File: config.mk
export PLATFORM = sky130hd
export DESIGN_NAME = demux1_2_32bits_stream
export DESIGN_NICKNAME = d
export VERILOG_FILES = /design/src/rtl/demux1_2_32bits_stream_pkg.sv /design/src/rtl/demux1_2_32bits_stream_fifo.sv /design/src/rtl/demux1_2_32bits_stream.sv
export SDC_FILE = /design/constraint.sdc
export NUM_CORES = 1
export LEC_CHECK = 0
export CORE_MARGIN = 8
export CORE_UTILIZATION = 29
export CTS_CLUSTER_DIAMETER = 60
export DETAILED_ROUTE_END_ITERATION = 16
export GPL_ROUTABILITY_DRIVEN = 1
export HOLD_SLACK_MARGIN = 0.06
export PLACE_DENSITY = 0.62
export SYNTH_ARGS = -nofsm -noshare
export SYNTH_HDL_FRONTEND = slang
export SYNTH_SLANG_ARGS = --single-unit
export TNS_END_PERCENT = 20
File: constraint.sdc
create_clock -name clk -period 2 [get_ports clk]
set_input_delay 0.4 -clock clk [delete_from_list [all_inputs] [get_ports clk]]
set_output_delay 0.4 -clock clk [all_outputs]
set_load 0.05 [all_outputs]
File: src/rtl/demux1_2_32bits_stream_pkg.sv
// ============================================================================
// demux1_2_32bits_stream_pkg : shared select encoding and default sizes
// Revision: 1.0
// ============================================================================
`default_nettype none

package demux1_2_32bits_stream_pkg;

  // Same sense as the datapath 2:1 muxes: sel=0 picks side A
  localparam logic SEL_A = 1'b0;
  localparam logic SEL_B = 1'b1;

  localparam int DEF_WIDTH = 32;
  localparam int DEF_DEPTH = 2;
  localparam int DEF_CNT_W = 16;

endpackage

`default_nettype wire

File: src/rtl/demux1_2_32bits_stream_fifo.sv
// ============================================================================
// fifo_sync_32bits : single-clock FIFO with occupancy, one per output channel
// Revision: 1.0
// ============================================================================
`default_nettype none

module fifo_sync_32bits
  import demux1_2_32bits_stream_pkg::*;
#(
  parameter int WIDTH = DEF_WIDTH,
  parameter int DEPTH = DEF_DEPTH
) (
  input  logic                     clk,
  input  logic                     rst,
  input  logic                     push,
  input  logic [WIDTH-1:0]         din,
  output logic                     full,
  input  logic                     pop,
  output logic [WIDTH-1:0]         dout,
  output logic                     empty,
  output logic [$clog2(DEPTH):0]   occupancy
);

  localparam int PTR_W = $clog2(DEPTH);
  localparam int OCC_W = PTR_W + 1;
  localparam logic [PTR_W-1:0] PTR_ONE = PTR_W'(1);
  localparam logic [OCC_W-1:0] OCC_ONE = OCC_W'(1);
  localparam logic [OCC_W-1:0] OCC_FULL = OCC_W'(DEPTH);

  logic [WIDTH-1:0] mem_q [DEPTH];
  logic [WIDTH-1:0] mem_d [DEPTH];
  logic [PTR_W-1:0] wr_ptr_q, wr_ptr_d;
  logic [PTR_W-1:0] rd_ptr_q, rd_ptr_d;
  logic [OCC_W-1:0] occ_q, occ_d;
  logic             do_push;
  logic             do_pop;

  assign full      = (occ_q == OCC_FULL);
  assign empty     = (occ_q == '0);
  assign occupancy = occ_q;
  assign dout      = mem_q[rd_ptr_q];

  // A full FIFO refuses a push even if it pops on the same edge
  always_comb begin
    mem_d    = mem_q;
    wr_ptr_d = wr_ptr_q;
    rd_ptr_d = rd_ptr_q;
    occ_d    = occ_q;
    do_push  = push & ~full;
    do_pop   = pop & ~empty;

    if (do_push) begin
      mem_d[wr_ptr_q] = din;
      wr_ptr_d        = wr_ptr_q + PTR_ONE;
    end
    if (do_pop) begin
      rd_ptr_d = rd_ptr_q + PTR_ONE;
    end

    case ({do_push, do_pop})
      2'b10:   occ_d = occ_q + OCC_ONE;
      2'b01:   occ_d = occ_q - OCC_ONE;
      default: occ_d = occ_q;
    endcase
  end

  // Storage is cleared so the head reads 0 until the first write
  always_ff @(posedge clk) begin
    if (rst) begin
      for (int i = 0; i < DEPTH; i++) begin
        mem_q[i] <= '0;
      end
      wr_ptr_q <= '0;
      rd_ptr_q <= '0;
      occ_q    <= '0;
    end else begin
      mem_q    <= mem_d;
      wr_ptr_q <= wr_ptr_d;
      rd_ptr_q <= rd_ptr_d;
      occ_q    <= occ_d;
    end
  end

endmodule

`default_nettype wire

File: src/rtl/demux1_2_32bits_stream.sv
// ============================================================================
// demux1_2_32bits_stream : steers one valid/ready stream into two FIFO-buffered
// output channels by a per-word select bit, with per-channel word counters.
// Revision: 1.0
// ============================================================================
`default_nettype none

module demux1_2_32bits_stream
  import demux1_2_32bits_stream_pkg::*;
#(
  parameter int WIDTH = DEF_WIDTH,
  parameter int DEPTH = DEF_DEPTH,
  parameter int CNT_W = DEF_CNT_W
) (
  input  logic             clk,
  input  logic             rst,
  input  logic             in_valid,
  output logic             in_ready,
  input  logic             in_sel,
  input  logic [WIDTH-1:0] in_data,
  output logic             a_valid,
  input  logic             a_ready,
  output logic [WIDTH-1:0] a_data,
  output logic             b_valid,
  input  logic             b_ready,
  output logic [WIDTH-1:0] b_data,
  output logic [CNT_W-1:0] a_count,
  output logic [CNT_W-1:0] b_count
);

  localparam int OCC_W = $clog2(DEPTH) + 1;
  localparam logic [CNT_W-1:0] CNT_ONE = CNT_W'(1);

  logic             a_full, b_full;
  logic             a_empty, b_empty;
  logic [OCC_W-1:0] a_occ, b_occ;
  logic             accept;
  logic             push_a, push_b;
  logic             pop_a, pop_b;
  logic [CNT_W-1:0] a_count_q, a_count_d;
  logic [CNT_W-1:0] b_count_q, b_count_d;
  logic             unused_occ;

  // Head-of-line: only the selected FIFO's fullness matters, and the
  // consumer ready signals never reach in_ready
  assign in_ready = (in_sel == SEL_B) ? ~b_full : ~a_full;
  assign accept   = in_valid & in_ready;
  assign push_a   = accept & (in_sel == SEL_A);
  assign push_b   = accept & (in_sel == SEL_B);

  assign a_valid = ~a_empty;
  assign b_valid = ~b_empty;
  assign pop_a   = a_valid & a_ready;
  assign pop_b   = b_valid & b_ready;

  assign unused_occ = ^{a_occ, b_occ};

  fifo_sync_32bits #(
    .WIDTH (WIDTH),
    .DEPTH (DEPTH)
  ) u_fifo_a (
    .clk       (clk),
    .rst       (rst),
    .push      (push_a),
    .din       (in_data),
    .full      (a_full),
    .pop       (pop_a),
    .dout      (a_data),
    .empty     (a_empty),
    .occupancy (a_occ)
  );

  fifo_sync_32bits #(
    .WIDTH (WIDTH),
    .DEPTH (DEPTH)
  ) u_fifo_b (
    .clk       (clk),
    .rst       (rst),
    .push      (push_b),
    .din       (in_data),
    .full      (b_full),
    .pop       (pop_b),
    .dout      (b_data),
    .empty     (b_empty),
    .occupancy (b_occ)
  );

  always_comb begin
    a_count_d = a_count_q;
    b_count_d = b_count_q;
    if (push_a) a_count_d = a_count_q + CNT_ONE;
    if (push_b) b_count_d = b_count_q + CNT_ONE;
  end

  always_ff @(posedge clk) begin
    if (rst) begin
      a_count_q <= '0;
      b_count_q <= '0;
    end else begin
      a_count_q <= a_count_d;
      b_count_q <= b_count_d;
    end
  end

  assign a_count = a_count_q;
  assign b_count = b_count_q;

endmodule

`default_nettype wire

* After elaboration in Yosys (flattened, before gate mapping)
Cells that the tools add are included.
** Operators by class
- $lt $le $gt $ge :: 6
- Eq/ne operators :: 6
- $add $sub $neg :: 10
- Multiplexer cells :: 15
- Shift operators :: 0
- Div/mod/pow operators :: 0
- Reductions and logical operators :: 6
- Multiply operators :: 0
- Bitwise gates (word level) :: 18
** Operator list (number)
- $mux 32 :: 8
- $bwmux 64 :: 2
- $demux 32 s1 :: 2
- $add 16x1->16 const B :: 2
- $and 1x1->1 :: 9
- $eq 2x2->1 const B :: 4
- $ge 2x2->1 const B :: 4
- $not 1->2 :: 4
- $pmux 2 s2 :: 2
- $not 1->1 :: 5
- $add 1x1->1 const B :: 4
- $add 2x1->2 const B :: 2
- $eq 2x1->1 const B :: 2
- $logic_not 2->1 :: 2
- $lt 2x1->1 const B :: 2
- $reduce_bool 2->1 :: 2
- $sub 2x1->2 const B :: 2
- $logic_and 1x1->1 :: 2
- $mux 1 :: 1
** Word-level totals
- Output and inout bits :: 99
- Bits in latches :: 0
- Register bits :: 168
- Memories :: 0
- Memory bits (read-only) :: 0
- Logic and storage cells :: 73
- RAM bits :: 0
- Input bits :: 38

* Logic depth before layout (Yosys ltp)
- Depth after elaboration :: 8
- Mapped depth :: 8

* By module
A second synthesis with hierarchy kept.
** Second synthesis, totals
- Cell total of the unflattened synthesis :: 847
- Area total of the unflattened synthesis :: 7972.6 µm²
** Modules (own cells, without submodules)
- fifo_sync_32bits :: cells each 340, area an instance 3250.6 µm², instances 2
- demux1_2_32bits_stream :: cells each 167, area an instance 1471.4 µm², instances 1

* Worst setup path after synthesis
OpenSTA, ideal clock, no wires.
- Path kind :: reg-to-reg
- Start point :: register b_count_q[0], in the netlist b_count[0]
- End point :: register b_count_q[14], in the netlist b_count[14]
- Setup slack :: -134 ps
- Stages on the path, launching flop included :: 7
- Data arrival time :: 2063 ps
- Period minus slack after synthesis :: 2134 ps
- Buffers on the path :: 1
- Required time :: 1930 ps
- Cell sequence :: dfxtp_1 > ha_1 > nand2_1 > or3_1 > clkbuf_2 > or4_1 > a21oi_1
** On the way
- Word-level cells in the longest chain between the ends :: 1
** RTL lines
- start: declaration :: RTL line demux1_2_32bits_stream.sv:41 : logic [CNT_W-1:0] b_count_q, b_count_d;
- start signal: assignment :: RTL line demux1_2_32bits_stream.sv:101 : b_count_q <= b_count_d;
- $add 16x1->16 :: RTL line demux1_2_32bits_stream.sv:92 : if (push_b) b_count_d = b_count_q + CNT_ONE;
Every way passes these cells.
A chain may end at the register's enable or synchronous reset.

* Final worst setup path
- Start point :: register u_fifo_a.rd_ptr_q
- End point :: output a_data[24]
** On the way
- Word-level cells in the longest chain between the ends :: 4
** RTL lines
- start: declaration :: RTL line demux1_2_32bits_stream_fifo.sv:33 : logic [PTR_W-1:0] rd_ptr_q, rd_ptr_d;
- start signal: assignment :: RTL line demux1_2_32bits_stream_fifo.sv:79 : rd_ptr_q <= rd_ptr_d;
- $not 1->2 (implied by the code) :: RTL line demux1_2_32bits_stream_fifo.sv:41 : assign dout = mem_q[rd_ptr_q];
- $mux 32 (implied by the code) (3 in a row) :: RTL line demux1_2_32bits_stream_fifo.sv:41
- end: declaration :: RTL line demux1_2_32bits_stream.sv:23 : output logic [WIDTH-1:0] a_data,
Every way passes these cells. The select of a mux whose other input is x is not followed.

==> impl_results.md <==
- Status: completed
- Final nets: 1025
- Top-count cell post-synth: nand2_1
- Gr busiest metal: met2
- Max Cap Violations: 0
- Area post-placement: 0.00876 mm^2
- Initial antenna violation count: 0
- Slew headroom: 0.658
- Sw Share: 0.318
- GRT Resource Usage Total: 0.136
- Met2 Use GR: 0.224
- Top-area cell type share of the netlist area: 0.481
- Worst hold margin: 451 ps
- Post-DR vias/cell: 4.64
- GR Util met1: 0.180
- Post-synth top area cell: dfxtp_1
- Type of the worst min-delay path: reg -> reg
- Final ANT Viol Nets: 0
- RePlAce Congestion: 0.742
- Leading cell types by count after synthesis: nand2_1 (271), dfxtp_1 (168), a21oi_1 (151), mux2_2 (64), clkbuf_1 (55)
- Fin crit period: 1980 ps
- Psw: 3.04 mW
- IO Pins: 137
- Met3 GRT Util: 0.0280
- DIE AREA: 0.0293 mm^2
- Post-route cell area: 0.00942 mm^2
- Worst Path Arrival: 1580 ps
- Max-slew violation count: 0
- VDD IR max: 543 uV
- Initial core utilization: 0.292
- PortBufs: 136
- Fmax: 504 MHz
- FP Rows: 57
- Clock power share: 0.354
- Die W: 171 um
- Most used DFF post-synth: dfxtp_1
- CP Launch Type: flop
- Worst-skew pair later-pin latency: 420 ps
- Skew final: 8.70 ps
- Net Count, Synth: 897
- Root Driver: clkbuf_16
- Area growth syn-to-layout: 34.8%
- Register area share after synthesis: 0.481
- CP Class: reg -> out
- Synthesized area: 0.00699 mm^2
- Avg Cell Area, Syn: 8.17 um^2
- Final count of hold timing violations: 0
- Core Area: 0.0240 mm^2
- Hpwl dp: 13200 um
- Unique cell type count in the Yosys netlist: 30
- RSZ-0062 raised after global routing: yes
- Post-synth EDFFs: 0
- Post-CTS setup buffer count: 0
- Sequential Power Share: 0.385
- Post-layout util: 0.393
- Internal: 6.51 mW
- CTS tree: built
- Critical path required time: 1600 ps
- Cts bufs inserted: 17
- Die Ht: 171 um
- First-pass GRT wire length: 31800 um
- Synth warnings: 0
- Worst-Margin Slew: 515 ps
- Main area contributors after synthesis: dfxtp_1 (48%), nand2_1 (15%), a21oi_1 (11%)
- Total number of vias: 6127
- Ant. Diodes: 0
- Clk sink count: 168
- Yosys reg bits: 168
- Htree depth: 4
- CP Capture Type: output port
- Setup-failing EPs final: 0
- Combinational share of power: 0.262
- Fin crit share: 0.992
- Avg WL per Cell: 15.1 um
- # DRC: 0
- Vias in the first global route: 5892
- Setup TNS: 0 ps
- GR Overflow Total: 0
- Final wirelength: 20000 um
- Worst Path Max Fanout: 33
- Initial DRC Count: 387
- Drt pass-1 iters: 4
- Largest net degree at the start of global routing: 86
- Clock Path Buffers: 2
- Layout cell share with drive strength beyond 1: 0.231
- Mapped Cells: 855
- Worst-path clk slew: 60 ps
- Synth async-reset ratio: 0
- Power per cell area: 1010 mW/mm^2
- Leakage: 3.55 nW
worst max-delay path, stage by stage (launching register included):
cell and delay (ps):
dfxtp_2 340, buf_12 230, mux2_2 390, buf_4 200
cells in the final DEF (no fill, tap or decap), types with 12 or more instances in the layout:
cell type	synthesis	layout
buf_6	1	13
buf_12	0	14
nand2_1	271	270
dlygate4sd2_1	0	18
a21oi_1	151	150
or3_1	17	15
xnor2_1	14	14
buf_4	0	89
o21ai_0	12	12
mux2_2	64	63
clkbuf_16	0	17
dfxtp_1	168	163
nor2_1	20	20
clkdlybuf4s50_1	0	36
area by class of cell:
cell class                 count  area (um^2)
sequential                   168         3370
tap                          324          405
clock buffer                  21          450
clock inverter                11          146
multi-input combinational    620         3400
inverter                       4         15.0
fill                        2485        14500
timing repair buffer         172         1630
cells by family (layout without fill, tap and decap cells):
| group | count (synthesis) | after routing | synth area share |
|---|---|---|---|
| flip-flops | 168 | 168 | 0.481 |
| multiplexers | 65 | 65 | 0.105 |
| adder cells (fa/ha/maj) | 4 | 4 | 0.00716 |
| buffers and inverters | 67 | 208 | 0.0381 |
| XOR/XNOR | 19 | 19 | 0.0238 |
| AND/OR/NAND/NOR | 361 | 361 | 0.220 |
| AO/OA/AOI/OAI | 171 | 171 | 0.125 |
layer usage:
metal  vias up  share of wire
li1       3127              -
met4         0         0.0067
met2       113           0.47
met5         -              0
met3         8          0.044
met1      2879           0.48
path summary, 6_finish.rpt:
check | startpoint | endpoint | slack (ps) | cells past startpoint
setup / recovery | u_fifo_a.rd_ptr_q$_SDFFE_PP0P_ | a_data[24] | 20 | 3
hold / removal | u_fifo_a.mem_q[54]$_SDFFE_PP0P_ | u_fifo_a.mem_q[54]$_SDFFE_PP0P_ | 450 | 2
setup reg to reg | b_count[1]$_SDFFE_PP0N_ | b_count[14]$_SDFFE_PP0N_ | 160 | 5
hold reg to reg | u_fifo_a.mem_q[54]$_SDFFE_PP0P_ | u_fifo_a.mem_q[54]$_SDFFE_PP0P_ | 450 | 2
sequential cells by signal, indices dropped and copies added, names as in the netlist, 2 cells and up:
signal / cells
u_fifo_a.mem_q: 64
u_fifo_b.mem_q: 64
a_count: 16
b_count: 16
u_fifo_a.occupancy: 2
u_fifo_b.occupancy: 2
power groups by stage:
stage / clock network, mW / logic, mW / registers [mW]
3_5_place_dp: 0 / 2.49 / 3.74
3_3_place_gp: 0 / 2.47 / 3.73
4_1_cts: 3.48 / 2.51 / 3.67
6_report: 3.38 / 2.50 / 3.68
2_1_floorplan: 0 / 1.61 / 3.73
5_1_grt: 3.63 / 2.67 / 3.71
stage by stage:
step	power [mW]	setup WS, ps	instances
2_1_floorplan	5.34	-118	855
3_3_place_gp	6.21	-341	1288
3_5_place_dp	6.23	-332	1288
4_1_cts	9.66	-18.7	1320
5_1_grt	10.0	-54.2	1320
6_report	9.55	16.0	1320
what timing repair did:
| action | in CTS | in global routing |
|---|---|---|
| hold buffers | 0 | 0 |
| setup endpoints to repair | 58 | 55 |
| gates resized for setup | 27 | 17 |
No activity file was read; power rests on OpenSTA's default activity.
==> patch 1, RTL diff (same flow settings) <==
Put one more register stage on the output `b_count`. The value now appears one clock later. The other outputs are not delayed to match.
--- a/src/rtl/demux1_2_32bits_stream.sv
+++ b/src/rtl/demux1_2_32bits_stream.sv
@@ -103,7 +103,9 @@
   end
 
   assign a_count = a_count_q;
-  assign b_count = b_count_q;
+  always_ff @(posedge clk) begin
+    b_count <= b_count_q;
+  end
 
 endmodule
 
Check against the original RTL: not equivalent (Yosys sat finds a counterexample within 4 cycles, from zero or initial values and one cycle with rst high).
==> patch 1 against the unedited design <==
First-iteration DRC count is 16% lower. Final area up 4.7%. Register-to-register slack barely moved. Synthesized cell count grew 1.8%. Total power increased by 2.8%. Synthesized area up 4.6%. Worst setup slack better by 0.038 ns. Sequential cell count up 16. Wire length is 1.3% higher. Critical path type unchanged. Critical endpoint is now b_data[6]. Highest routed layer unchanged.
==> patch 1: results (changes against the unedited design) <==
stage,metric,value,unit,change
yosys,synthTopCellsByArea,"dfxtp_1 (50%), nand2_1 (14%), a21oi_1 (10%), mux2_2 (9.9%), clkbuf_1 (2.8%)",,"was dfxtp_1 (48%), nand2_1 (15%), a21oi_1 (11%), mux2_2 (10%), clkbuf_1 (3.0%)"
yosys,synth_compound_area_share,11.98,%,was 12.53%
yosys,ys_types,29,,was 30
cts,cts.repair.resized,25,,was 27
yosys,synthAdderAreaFrac,0.6848,%,was 0.7162%
cts,cts.clk_slew.worst_paths,0.08,ns,was 0.06 ns
global_routing,grt_pass1_wl,33000,µm,was 31770 µm
run_status,status,"finished, final reports clean",,unchanged
critical_path,cp_max_fo,14,,was 33
place,post-dp-hpwl,13890,µm,was 13180 µm
pwr,vdd_ir_drop_max,0.0004896,V,was 0.0005428 V
critical_path,startpoint,u_fifo_b.rd_ptr_q,,was u_fifo_a.rd_ptr_q
critical_path,endpoint,b_data[6],,was a_data[24]
critical_path,slowest_stage,dfxtp_4,,was mux2_2
pwr,power.share.clock,32.9,%,was 35.4%
hold_path,whs_endpoint,b_count[15],,was u_fifo_a.mem_q[54]
place,dp_cells,1318,,was 1288
detailed_routing,dr.first_iter.drc_count,325,,was 387
yosys,synthXorXnorAreaFrac,2.397,%,was 2.381%
place,pre_cts_ws,-0.3411,ns,was -0.3324 ns
pwr,p_sw_share,33.43,%,was 31.80%
sta,period_minus_slack,1.946,ns,was 1.984 ns
critical_path,r2r_end,b_count_q[14],,was b_count[14]
yosys,synthesis.nets,912,,was 897
detailed_routing,drt-total-wl,20220,µm,was 19970 µm
critical_path,reg2reg_from,b_count_q[0],,was b_count[1]
detailed_routing,drtPass1Iterations,5,,was 4
pwr,comb-power,2.57,mW,was 2.50 mW
global_routing,grt_max_degree,41,,was 86
critical_path,cp_data_arrival_time,1.55,ns,was 1.58 ns
finish,fillerInstances,2545,,was 2485
detailed_routing,route.vias.total,6341,,was 6127
pwr,power_frac_seq,40.9,%,was 38.5%
sta,finalClockSkew,0.01238,ns,was 0.008696 ns
hold_path,holdPathStages,0,,was 2
global_routing,grt_pass1_vias,6176,,was 5892
-- patch 1: changes by cell type after synthesis, sizes merged --
cell    unedited run  this run
dfxtp            168       184
xor2               5         6
nand3             12        13
clkbuf            56        55
mux2i              1         0
or3               17        16
-- patch 1: cell type report --
| type | count | area [µm²] | share of cell area (%) |
|---|---|---|---|
| clock buffers | 17 | 425.4 | 4.316 |
| clock inverters | 15 | 135.1 | 1.371 |
| inverters | 4 | 15.01 | 0.1523 |
| multi-input cells | 620 | 3402 | 34.51 |
| flip-flops and latches | 184 | 3695 | 37.48 |
| well taps | 330 | 412.9 | 4.189 |
| repair buffers | 180 | 1772 | 17.97 |
-- patch 1: routing by layer --
metal	vias to the layer above	GRT usage, %	wire (µm)
li1	3197	-	-
met1	3010	16.41	9335
met2	118	22.56	9730
met3	16	3.173	957
met4	0	3.709	198
met5	-	0	0
==> patch 2, RTL diff (same settings) <==
Without the edit above. The package constant `DEF_WIDTH` goes from 32 to 16.
--- a/src/rtl/demux1_2_32bits_stream_pkg.sv
+++ b/src/rtl/demux1_2_32bits_stream_pkg.sv
@@ -10,7 +10,7 @@
   localparam logic SEL_A = 1'b0;
   localparam logic SEL_B = 1'b1;
 
-  localparam int DEF_WIDTH = 32;
+  localparam int DEF_WIDTH = 16;
   localparam int DEF_DEPTH = 2;
   localparam int DEF_CNT_W = 16;
 
Interface: changed (resized a_data, b_data and in_data); port bits go from 137 to 89. No check against the original RTL was run, so the function may have changed too.
==> patch 2 against the unedited design <==
Final area decreased by 37%. Utilization fell by 0.26 points. Clock power down 45%. Synthesized area is 36% lower. Total power down 40%. Wire length decreased by 39%. Sequential cell count decreased by 64. Cell count down 39%. Worst setup slack gained 0.044 ns. Critical endpoint is now a_count[9].
==> patch 2: results (changes against the unedited design) <==
stage,metric,value,unit,change
cts,insertion_delay,0.35,ns,was 0.42 ns
finish,fillerInstances,1529,,was 2485
detailed_routing,drt-met1-wl,5303,µm,was 9537 µm
run_status,status,"finished, final reports clean",,unchanged
global_routing,grt_pass1_vias,3911,,was 5892
yosys,synth_common_cells,"dfxtp_1 (104), nand2_1 (78), a21oi_1 (70)",,"was nand2_1 (271), dfxtp_1 (168), a21oi_1 (151)"
finish,nonClkBufAreaFrac,17.35,%,was 17.34%
cts,cts_buffers,9,,was 17
place,gp_congestion,0.7767,,was 0.7421
yosys,synthAdderAreaFrac,1.113,%,was 0.7162%
finish,nNonClkBuffers,119,,was 172
yosys,postSynthCellCount,522,,was 855
global_routing,grtUsageMet3,4.315,%,was 2.800%
yosys,ys_types,32,,was 30
pwr,vdd_ir_drop_max,0.0005900,V,was 0.0005428 V
sta,fin_ws,0.06019,ns,was 0.01596 ns
yosys,synthTopCellsByArea,"dfxtp_1 (46%), mux2_2 (8.0%), a21oi_1 (7.8%), nand2_1 (6.5%), nand3_1 (4.7%)",,"was dfxtp_1 (48%), nand2_1 (15%), a21oi_1 (11%), mux2_2 (10%), clkbuf_1 (3.0%)"
yosys,synth.area.mux_share,11.58,%,was 10.46%
place,dp_cells,791,,was 1288
finish,inverters,5,,was 4
yosys,synthesis.nets,548,,was 897
finish,nMultiInputCombCells,375,,was 620
finish,seq_share,35.14,%,was 35.78%
place,port_buffers,88,,was 136
global_routing,grt_pass1_wl,19900,µm,was 31770 µm
global_routing,grt_max_degree,38,,was 86
yosys,synthXorXnorAreaFrac,4.091,%,was 2.381%
finish,drive_gt1_share,22.65,%,was 23.09%
critical_path,r2r_end,u_fifo_b.occupancy[1],,was b_count[14]
detailed_routing,dr_wl_met2,6165,µm,was 9415 µm
finish,largestRegisters,"u_fifo_a.mem_q: 32 flops, u_fifo_b.mem_q: 32 flops",,"was u_fifo_a.mem_q: 64 flops, u_fifo_b.mem_q: 64 flops"
finish,clockNetworkAreaShare,5.228,%,was 6.337%
sta,worst_hold_slack,0.4538,ns,was 0.4510 ns
detailed_routing,dr.first_iter.drc_count,274,,was 387
critical_path,cp_max_fo,5,,was 33
global_routing,track_usage,12.52,%,was 13.64%
patch 2: cell types whose count changed after synthesis, sizes merged, moves of 2 or more:
cell,before,now
clkbuf,56,32
or3,17,15
mux2i,1,16
nor2,20,38
nand3,12,42
dfxtp,168,104
a21oi,151,70
xnor2,14,17
mux2,64,32
and3,2,0
nand2,271,78
patch 2: what timing repair did:
action                                  in CTS  in global routing
endpoints found under the setup margin       5                 15
pin swaps                                    0                  0
resized for setup                            5                  6
patch 2: worst max-delay path by stage:
stage,cells after the start,end,start
2_1_floorplan,6,b_count[14],b_count[1]
3_3_place_gp,6,u_fifo_b.mem_q[1],in_sel
3_5_place_dp,5,a_count[14],in_sel
4_1_cts,6,u_fifo_a.occupancy[1],u_fifo_a.occupancy[1]
5_1_grt,1,a_count[10],a_count[10]
6_report,1,a_count[9],a_count[9]
patch 2: where the power goes:
group	internal [mW]	switching [mW]	total, mW
combinational	0.604	0.954	1.56
sequential	2.20	0.0916	2.29
clock	1.09	0.774	1.87
